$ cat src/rtl/r7_uart_reporter.sv
// rtl/r7_uart_reporter.sv - reports each new r7 value from the core as two 8N1 UART bytes
//
// Watches r7_data for changes, holds the newest value in a one-deep capture
// register and sends it on tx as two 8N1 bytes, high byte first.
//
// Ports:
//   clock       system clock, rising edge
//   reset       asynchronous active-low reset
//   r7_data     r7 value from the CPU core (same clock domain)
//   tx          UART serial out, idle high, driven from a flop
//   busy        high while a two-byte frame is on the line
//   pending     capture register holds a value not yet started
//   drop_count  captured values overwritten before being sent (saturating)
module r7_uart_reporter #(
  parameter int CLKS_PER_BIT = 868,
  parameter int DROP_WIDTH   = 8
) (
  input  logic                  clock,
  input  logic                  reset,
  input  logic [15:0]           r7_data,
  output logic                  tx,
  output logic                  busy,
  output logic                  pending,
  output logic [DROP_WIDTH-1:0] drop_count
);

  typedef enum logic [1:0] {S_IDLE, S_START, S_DATA, S_STOP} state_t;

  localparam logic [15:0] BAUD_LAST = 16'(CLKS_PER_BIT - 1);

  state_t      state, state_next;
  logic [15:0] last_seen, cap_val, shift_word;
  logic [15:0] baud_cnt, baud_cnt_next;
  logic [2:0]  bit_idx, bit_idx_next;
  logic        byte_hi, byte_hi_next;
  logic        capture, load, baud_done;
  logic        tx_next, busy_next;
  logic [15:0] word_next;
  logic [7:0]  byte_next;

  assign capture   = (r7_data != last_seen);
  assign load      = (state == S_IDLE) && pending;
  assign baud_done = (baud_cnt == BAUD_LAST);

  // State register
  always_ff @(posedge clock or negedge reset) begin
    if (!reset) state <= S_IDLE;
    else        state <= state_next;
  end

  // Next-state logic, including the bit timing counters
  always_comb begin
    state_next    = state;
    baud_cnt_next = baud_cnt;
    bit_idx_next  = bit_idx;
    byte_hi_next  = byte_hi;
    case (state)
      S_IDLE: begin
        if (pending) begin
          state_next    = S_START;
          baud_cnt_next = 16'd0;
          bit_idx_next  = 3'd0;
          byte_hi_next  = 1'b1;
        end
      end
      S_START: begin
        if (baud_done) begin
          state_next    = S_DATA;
          baud_cnt_next = 16'd0;
          bit_idx_next  = 3'd0;
        end else begin
          baud_cnt_next = baud_cnt + 16'd1;
        end
      end
      S_DATA: begin
        if (baud_done) begin
          baud_cnt_next = 16'd0;
          if (bit_idx == 3'd7) state_next   = S_STOP;
          else                 bit_idx_next = bit_idx + 3'd1;
        end else begin
          baud_cnt_next = baud_cnt + 16'd1;
        end
      end
      S_STOP: begin
        if (baud_done) begin
          baud_cnt_next = 16'd0;
          // High byte chains straight into the low byte's start bit
          if (byte_hi) begin
            state_next   = S_START;
            byte_hi_next = 1'b0;
          end else begin
            state_next   = S_IDLE;
          end
        end else begin
          baud_cnt_next = baud_cnt + 16'd1;
        end
      end
      default: state_next = S_IDLE;
    endcase
  end

  // Output logic: tx and busy are computed from the next state so their
  // flops present the new line level in the same cycle the state changes.
  always_comb begin
    word_next = load ? cap_val : shift_word;
    byte_next = byte_hi_next ? word_next[15:8] : word_next[7:0];
    busy_next = (state_next != S_IDLE);
    case (state_next)
      S_START: tx_next = 1'b0;
      S_DATA:  tx_next = byte_next[bit_idx_next];
      default: tx_next = 1'b1;
    endcase
  end

  // Datapath and output flops
  always_ff @(posedge clock or negedge reset) begin
    if (!reset) begin
      baud_cnt   <= 16'd0;
      bit_idx    <= 3'd0;
      byte_hi    <= 1'b1;
      shift_word <= 16'd0;
      tx         <= 1'b1;
      busy       <= 1'b0;
      last_seen  <= 16'd0;
      cap_val    <= 16'd0;
      pending    <= 1'b0;
      drop_count <= '0;
    end else begin
      baud_cnt <= baud_cnt_next;
      bit_idx  <= bit_idx_next;
      byte_hi  <= byte_hi_next;
      tx       <= tx_next;
      busy     <= busy_next;
      // A load always takes the value held before any same-cycle capture
      if (load) shift_word <= cap_val;
      // Capture sets pending even when a load clears it in the same cycle
      if (capture) begin
        last_seen <= r7_data;
        cap_val   <= r7_data;
        pending   <= 1'b1;
      end else if (load) begin
        pending   <= 1'b0;
      end
      if (capture && pending && !load && (drop_count != {DROP_WIDTH{1'b1}}))
        drop_count <= drop_count + 1'b1;
    end
  end

endmodule
$ cat config.mk
export PLATFORM = sky130hd
export DESIGN_NAME = r7_uart_reporter
export DESIGN_NICKNAME = d
export VERILOG_FILES = /design/src/rtl/r7_uart_reporter.sv
export SDC_FILE = /design/constraint.sdc
export NUM_CORES = 1
export LEC_CHECK = 0
export CAP_MARGIN = 20
export CORE_ASPECT_RATIO = 1.5
export CORE_MARGIN = 2
export CORE_UTILIZATION = 37
export DETAILED_ROUTE_END_ITERATION = 8
export SETUP_SLACK_MARGIN = 0.3
export SLEW_MARGIN = 20
export SYNTH_ARGS = -nofsm -noshare
export SYNTH_HDL_FRONTEND = slang
export SYNTH_SLANG_ARGS = --single-unit
$ cat constraint.sdc
create_clock -name clock -period 2.71 [get_ports clock]
set_input_delay 0.4065 -clock clock [delete_from_list [all_inputs] [get_ports clock]]
set_output_delay 0.4065 -clock clock [all_outputs]
set_load 0.01 [all_outputs]
# Word level (Yosys, flattened, before mapping)
# Index checks and enable logic that the tools add are counted.
[totals]
inputBits = 18
reg_bits = 65
out_inout_bits = 11
elab_cells = 58
[classes]
mux = 25
eq_ne = 10
n_addsub = 3
magnitude_cmp = 1
reduce_logical = 9
[op_table]
columns = ["op", "count"]
rows = [
  ["2-to-1 mux 16 bit", 3],
  ["one-hot mux 16 bit (2 select lines)", 1],
  ["adder 16 x 1 -> 16 bit, second input constant", 1],
  ["== test 16 x 10 -> 1 bit, second input constant", 1],
  ["inequality test 16 bit", 1],
  ["2-to-1 mux 3 bit", 4],
  ["2-to-1 mux 2 bit", 5],
  ["one-hot mux 3 bit (3 select lines)", 1],
  ["adder 8 x 1 -> 8 bit, second input constant", 1],
  ["2-to-1 mux 8 bit", 1],
  ["inequality test 8 bit, second input constant", 1],
  ["one-hot mux 2 bit (4 select lines)", 1],
  ["== test 2 bit, second input constant", 3],
  ["2-to-1 mux 1 bit", 6],
  ["== test 2 x 1 -> 1 bit, second input constant", 2],
  ["logical AND 1 bit", 4],
  ["< comparator 3 x 4 -> 1 bit, second input constant", 1],
  ["one-hot mux 1 bit (2 select lines)", 2],
  ["nonzero test 2 bit", 2],
  ["adder 3 x 1 -> 3 bit, second input constant", 1],
  ["binary-select mux 1 bit (select 3 bit)", 1],
  ["== test 3 bit, second input constant", 1],
  ["OR reduction 3 bit", 1],
  ["zero test 2 bit", 1],
  ["2 further kinds", 2],
]

# Depth between registers and ports, before layout
# Gate-level depths: netlist of the first run.
[logic_depth]
word_depth = 7
mapped_depth = 11

# Worst setup path before layout of the first run
# Ideal clock, no wire load.
[synth_path]
kind = "register -> register"
startpoint = "register state[1]"
endpoint = "register tx"
setup_ns = 0.077
path_slack_ns = 0.377
t_arrival_ns = 2.256
n_path_buf = 2
stages_incl_launch_ff = 12
cell_sequence = "dfrtp_1 -> inv_1 -> ha_1 -> clkbuf_1 -> nand2_1 -> o21ai_1 -> a31oi_4 -> buf_8 -> mux2i_1 -> mux2_2 -> o311a_1 -> a31oi_1"
[synth_via]
elab_chain_cells = 7
[synth_lines]
columns = ["item", "line_no", "text"]
rows = [
  ["from (decl)", "31", "state_t state, state_next;"],
  ["from (signal assigned)", "48", "else state <= state_next;"],
  ["branches (longest 6 deep; another with 2-to-1 mux 8 bit)", "-", ""],
  ["one-hot mux 1 bit (2 select lines) (*)", "108", "case (state_next)"],
  ["net tx_next", "37", "logic tx_next, busy_next;"],
  ["to (signal assigned)", "132", "tx <= tx_next;"],
  ["to (decl)", "21", "output logic tx,"],
]
# Mark *: on every way through the listed nets, which the timed path passes. The select of a mux whose other input is x is not followed.
# A chain may end at the register's enable or synchronous reset.

# Final worst setup path of the first run
[layout_path]
startpoint = "register baud_cnt[0]"
endpoint = "register tx"
[layout_lines]
columns = ["item", "line_no", "text"]
rows = [
  ["from (decl)", "33", "logic [15:0] baud_cnt, baud_cnt_next;"],
  ["from (signal assigned)", "129", "baud_cnt <= baud_cnt_next;"],
  ["== test 16 x 10 -> 1 bit (*)", "43", "assign baud_done = (baud_cnt == BAUD_LAST);"],
  ["2-to-1 mux 3 bit, on equally long branches", "76, 67", ""],
  ["one-hot mux 3 bit (3 select lines) (*)", "57", "case (state)"],
  ["net bit_idx_next[0]", "34", "logic [2:0] bit_idx, bit_idx_next;"],
  ["binary-select mux 1 bit (select 3 bit) (*)", "110", "S_DATA: tx_next = byte_next[bit_idx_next];"],
  ["2-to-1 mux 1 bit (implied by the code) (*)", "110", ""],
  ["one-hot mux 1 bit (2 select lines) (*)", "108", ""],
  ["net tx_next", "37", ""],
]
# Mark *: on every way through the listed nets, which the timed path passes. The rest lies on a longest branch. The select of a mux whose other input is x is not followed.

==> reports/qor.csv, run 1 <==
stage,metric,value,unit
sta,drv_slew,0,
drt,drtIter0Drc,82,
power,powerDensity,625,nW/um^2
synth,synthMuxAreaShare,9.44,%
floorplan,dieHeight,118,um
synth,syn_area_per_cell,11.0,um^2
synth,yosysMostFrequentCell,dfrtp_1,
sta,setup_viol,0,
setup_path,endpoint_kind,flop,
grt,first_global_vias,2261,
sta,hold_violations,0,
floorplan,ios,29,
grt,grt_overflow,0,
synth,synth_cell_types,49,
synth,synth_nets,319,
synth,synth_xor_xnor_area_share,8.70,%
power,power,0.00247,W
final_layout,syn_to_final_growth,22.7,%
clock_tree,cts.sink_count,65,
sta,tightest_slew,0.830,ns
synth,ys_seq_area_share,50.6,%
final_layout,final_nets,346,
min_path,holdCritPathClass,input port to async pin,
final_layout,drive_above_1_share,19.1,%
drt,drtPass1Iterations,4,
synth,synth-compound-area-share,7.81,%
setup_path,critPathBufInv,0,
final_layout,antennaDiodeCount,0,
synth,synthFlopType,dfrtp_1,
final_layout,seq_area,1630,um^2
grt,antenna_found_initial,0,
sta,fin_setup_tns,0,ns
final_layout,multi_input_area,1510,um^2
clock_tree,insertion_delay,0.33,ns
synth,yosysWarnings,0,
floorplan,die_x,80.2,um
drt,vias,2170,
synth,netlist_instances,292,
sta,max_clock_freq,430,MHz
clock_tree,ctsRootBufferMaster,clkbuf_16,
final_layout,fillers,821,
clock_tree,cts.path.max_buffers,2,
floorplan,coreArea,8410,um^2
power,peakVddDrop,0.539,mV
synth,synth_top_family_by_area,simple AND/OR/NAND/NOR gates,
place,gp_congestion,0.847,
sta,period_share,85.8,%
synth,synth.top_cells.by_area,"dfrtp_1, xnor2_1, mux2_2",
synth,synthTopCellsByCount,"dfrtp_1, nand2_1, nor2_1",
synth,synth_top_cell_by_area,dfrtp_1,
drt,drc,0,
flow_run,cap_violations,0,
sta,clock-skew-final,0.00690,ns
synth,netlist_area,3220,um^2
synth,synthArstFlopShare,100,%
grt,grt_max_degree,66,
floorplan,num_rows,41,
floorplan,dieArea,9480,um^2
grt,grt.total_usage,14.9,%
place,hpwl,4.42,mm
clock_tree,postCtsHoldBufs,0,
setup_path,cp_slowest_cell,dfrtp_1,
drt,antenna_left,0,
drt,finalWirelength,6.32,mm
grt,grt_pass1_wl,10.9,mm
clock_tree,cts_buffers,9,
sta,grt_setup_unrepaired,yes,
synth,synth-seq-cells,65,
drt,drt-wirelength-per-cell,14.7,um
setup_path,arrival,2.57,ns
setup_path,cp_top_family,compound AO/OA/AOI/OAI gates,
synth,synth_fa_ha_area_share,3.50,%
place,portBuffers,28,
sta,relSlewSlack,44.7,%
run_status,outcome,finished clean,
setup_path,cp_cell_sequence,"ha_1, and3_2, nand4_4, o21ai_0, o21ai_2, mux2_2, o311a_1, a31oi_2",
clock_tree,path_clk_slew,0.05,ns
setup_path,worstPathMaxFanout,7,
setup_path,required,2.96,ns
setup_path,startpoint_type,flop,
clock_tree,cts_tree,built,
setup_path,critical-path-max-stage-delay,0.40,ns
synth,yosysTopAreaCellShare,49.0,%
sta,final.min_clock_period,2.33,ns
setup_path,critPathKind,flop to flop,
synth,synth-simple-area-share,15.9,%
drt,vias_per_cell,5.03,
floorplan,initial_core_util,38.3,%
synth,synth-edff-count,0,
power,leakage,1.65,nW
clock_tree,h-tree-depth,3,
[report_power, final]
group	internal, W	leakage [nW]	switching (W)
clock network	0.000733	0.142	0.000414
logic	0.000136	0.719	0.0000935
registers	0.00103	0.788	0.0000618
total	0.00190	1.65	0.000569
[worst paths after layout]
check / depth (start not counted) / endpoint / slack, ns / startpoint
hold / removal: 2 / baud_cnt[7] / 0.26 / reset
setup reg to reg: 8 / tx / 0.38 / baud_cnt[0]
setup / recovery: 8 / tx / 0.38 / baud_cnt[0]
min in group clock: 1 / shift_word[4] / 0.49 / shift_word[4]
hold reg to reg: 1 / shift_word[4] / 0.49 / shift_word[4]
max in group asynchronous: 2 / state[0] / 1.85 / reset
[final cells by class]
cell class / count / share of cell area (%)
clock buffer: 11 / 6.14
clock inverter: 5 / 1.39
inverter: 7 / 0.665
multi-input combinational: 198 / 38.2
sequential: 65 / 41.2
tap: 107 / 3.39
timing repair buffer: 38 / 8.96
[registers in the layout (all words and copies together), names as in the netlist]
signal and count:
baud_cnt 16, bit_idx 3, busy 1, byte_hi 1
cap_val 16, drop_count 8, pending 1, shift_word 16
state 2, tx 1
[worst register-to-register path: stages, from the launching register on]
cell     delay (ns)
dfrtp_1        0.40
ha_1           0.25
and3_2         0.22
nand4_4        0.16
o21ai_0        0.13
o21ai_2        0.21
mux2_2         0.36
o311a_1        0.31
a31oi_2        0.20
[routing by layer]
metal / vias up / wire length (um) / GRT usage [%]
met1: 1059 / 2620 / 17.3
met2: 38 / 3360 / 24.9
met4: 0 / 147 / 6.67
met3: 10 / 189 / 4.58
li1: 1063 / - / -
met5: - / 0 / 0
[layout by cell type, fill, tap and decap left out, types with 3 or more instances in the layout]
cell,Yosys,final
clkbuf_16,0,9
mux2i_1,9,9
inv_1,7,5
xor2_1,10,10
xnor2_1,22,22
o21ai_1,5,5
nor2b_1,4,4
mux2_2,16,16
clkdlybuf4s50_1,0,27
nand2_1,24,24
dfrtp_1,63,62
ha_1,9,8
and3_1,4,3
a21oi_1,6,6
mux2_1,3,3
buf_4,0,9
nand3_1,8,8
nand4_1,10,10
o21ai_0,9,9
nor2_1,24,24
[through the flow]
stage / hold slack (ns) / instances / utilization, % / setup WS, ns / area (um^2)
3_3_place_gp: 0.479 / 412 / 42.5 / 0.144 / 3580
4_1_cts: 0.294 / 429 / 46.3 / 0.304 / 3890
3_5_place_dp: 0.477 / 412 / 42.5 / 0.136 / 3580
2_1_floorplan: 0.111 / 292 / - / 0.377 / 3220
6_report: 0.255 / 431 / 47.0 / 0.385 / 3950
5_1_grt: 0.316 / 431 / 47.0 / 0.257 / 3950
[kinds of logic after synthesis]
| logic type | after synthesis |
|---|---|
| AO/OA/AOI/OAI | 36 |
| XOR/XNOR | 32 |
| adder cells (fa/ha/maj) | 9 |
| buffers and inverters | 29 |
| flip-flops | 65 |
| multiplexers | 28 |
| AND/OR/NAND/NOR | 93 |
[timing repair]
item,4_1_cts,5_1_grt
gates cloned,0,0
setup buffers,1,2
pin swaps,1,3
gates resized for setup,4,10
endpoints found under the setup margin,1,2
Power figures use the tool's default switching activity.
==> inputs of run 2 (changes only) <==
- PLACE_DENSITY: unset -> 0.61
==> run 2 against run 1 <==
Effect of this change: fmax about the same; routed wire length down 1.4%; largest cell class unchanged; clock skew down 0.0029 ns; combinational power about the same; largest power group unchanged; non-clock buffer count down 1; sequential share of layout area down 0.12 points; clock power up 6%.
==> reports/qor.csv, run 2 (same netlist as run 1, synthesis figures left out) <==
stage,metric,value,unit,change
sta,holdWs,0.454,ns,was 0.255 ns
setup_path,cp_slowest_cell,dfrtp_1,,unchanged
place,gp_congestion,0.855,,was 0.847
clock_tree,cts_tree,built,,unchanged
setup_path,critical-path-max-stage-delay,0.46,ns,was 0.40 ns
drt,drtPass1Iterations,4,,unchanged
sta,tightest_slew,0.769,ns,was 0.830 ns
flow_run,cap_violations,0,,unchanged
min_path,holdCritPathClass,input port to async pin,,unchanged
sta,drv_slew,0,,unchanged
run_status,outcome,finished clean,,unchanged
floorplan,num_rows,41,,unchanged
sta,hold_violations,0,,unchanged
power,leakage,1.65,nW,about the same
final_layout,fillers,789,,was 821
final_layout,reg.largest.list,"baud_cnt x16, cap_val x16, shift_word x16",,unchanged
sta,max_clock_freq,430,MHz,about the same
floorplan,coreArea,8410,um^2,unchanged
final_layout,final_nets,345,,was 346
grt,grt_pass1_wl,10.6,mm,was 10.9 mm
sta,setup_viol,0,,unchanged
sta,clock-skew-final,0.00398,ns,was 0.00690 ns
drt,drc,0,,unchanged
drt,vias,2154,,was 2170
final_layout,instances_no_fill,430,,was 431
sta,fin_setup_tns,0,ns,unchanged
floorplan,die_x,80.2,um,unchanged
grt,first_global_vias,2293,,was 2261
final_layout,multi_input_area,1500,um^2,was 1510 um^2
grt,grt.total_usage,14.4,%,was 14.9%
floorplan,ios,29,,unchanged
clock_tree,h-tree-depth,3,,unchanged
place,hpwl,4.58,mm,was 4.42 mm
floorplan,initial_core_util,38.3,%,unchanged
power,powerDensity,643,nW/um^2,was 625 nW/um^2
grt,grt_overflow,0,,unchanged
sta,relSlewSlack,48.7,%,was 44.7%
setup_path,cp_cell_sequence,"nor4_4, and4_4, a32oi_1, o21ai_2, mux2_2, o311a_1, a31oi_1",,"was ha_1, and3_2, nand4_4, o21ai_0, o21ai_2, mux2_2, o311a_1, a31oi_2"
clock_tree,cts.sink_count,65,,unchanged
setup_path,critPathKind,flop to flop,,unchanged
drt,finalWirelength,6.23,mm,was 6.32 mm
setup_path,endpoint_kind,flop,,unchanged
final_layout,seq_area,1630,um^2,about the same
final_layout,drive_above_1_share,18.3,%,was 19.1%
final_layout,final_common_cell,dfrtp_1,,unchanged
setup_path,startpoint_type,flop,,unchanged
clock_tree,ctsRootBufferMaster,clkbuf_16,,unchanged
drt,drtIter0Drc,52,,was 82
power,peakVddDrop,0.520,mV,was 0.539 mV
drt,drt-wirelength-per-cell,14.5,um,was 14.7 um
final_layout,antennaDiodeCount,0,,unchanged
final_layout,mostFrequentLayoutCells,"dfrtp_1, clkdlybuf4s50_1, nor2_1",,"was dfrtp_1, clkdlybuf4s50_1, nand2_1, nor2_1, xnor2_1"
grt,grt_max_degree,62,,was 66
setup_path,required,2.95,ns,was 2.96 ns
clock_tree,insertion_delay,0.32,ns,was 0.33 ns
final_layout,syn_to_final_growth,23.0,%,was 22.7%
floorplan,dieHeight,118,um,unchanged
drt,vias_per_cell,5.01,,was 5.03
sta,grt_setup_unrepaired,yes,,unchanged
floorplan,dieArea,9480,um^2,unchanged
clock_tree,cts.path.max_buffers,2,,unchanged
drt,antenna_left,0,,unchanged
sta,period_share,85.8,%,about the same
place,dp_cells,412,,unchanged
sta,final.min_clock_period,2.33,ns,about the same
clock_tree,path_clk_slew,0.05,ns,about the same
setup_path,arrival,2.57,ns,about the same
grt,antenna_found_initial,0,,unchanged
place,portBuffers,28,,unchanged
setup_path,reg2reg_slack,0.38,ns,about the same
setup_path,worstPathMaxFanout,8,,was 7
clock_tree,cts_buffers,9,,unchanged
run 2: changes by cell type in the layout (fill, tap and decap cells not counted), sizes merged:
cell	before	now
clkinv	2	3
dlygate4sd3	0	1
buf	11	9
bufinv	1	2
clkinvlp	2	0
run 2: path summary, 6_finish.rpt:
check / from / endpoint / depth (start not counted)
max in group asynchronous: reset / baud_cnt[9] / 3
min in group clock: shift_word[6] / shift_word[6] / 1
setup reg to reg: baud_cnt[3] / tx / 7
hold reg to reg: shift_word[6] / shift_word[6] / 1
setup / recovery: baud_cnt[3] / tx / 7
hold / removal: reset / cap_val[12] / 2
run 2: repair_timing:
item	in CTS	in global routing
pin swaps	1	6
hold buffers	1	0
resized for setup	5	7
hold endpoints to repair	4	0
cloned	0	0
setup endpoints to repair	1	3
buffers inserted	0	1
run 2: per-stage QoR:
step	power, W	setup slack [ns]	instance area (um^2)	util [%]
floorplan	0.00120	0.377	3220	-
global placement	0.00134	0.210	3580	42.5
detailed placement	0.00134	0.151	3580	42.5
CTS	0.00258	0.315	3920	46.6
global route	0.00265	0.279	3960	47.1
finish	0.00255	0.385	3960	47.1
run 2: power breakdown:
part	internal (W)	switching (W)
logic	0.000137	0.0000903
registers	0.00103	0.0000607
clock network	0.000828	0.000397
run 2: per-layer routing:
metal	up-vias	global-route usage, %	part of all wire [%]
li1	1054	-	-
met1	1045	16.3	41
met2	41	25.4	54
met3	14	3.66	3.0
met4	0	5.72	2.4
met5	-	0	0
run 2: critical path: cells and delay by family (launching register included):
family	cells	cell delay (ns)
and+or+nand+nor	2	0.71
AOI/OAI and AO/OA	4	0.70
DFF	1	0.46
muxes	1	0.37
run 2: cell type report:
cell class,count,share of cell area [%]
Clock inverter,5,1.99
Multi-Input combinational cell,198,37.9
Tap cell,107,3.38
Timing Repair Buffer,37,8.81
Sequential cell,65,41.1
Clock buffer,11,6.13
Inverter,7,0.663
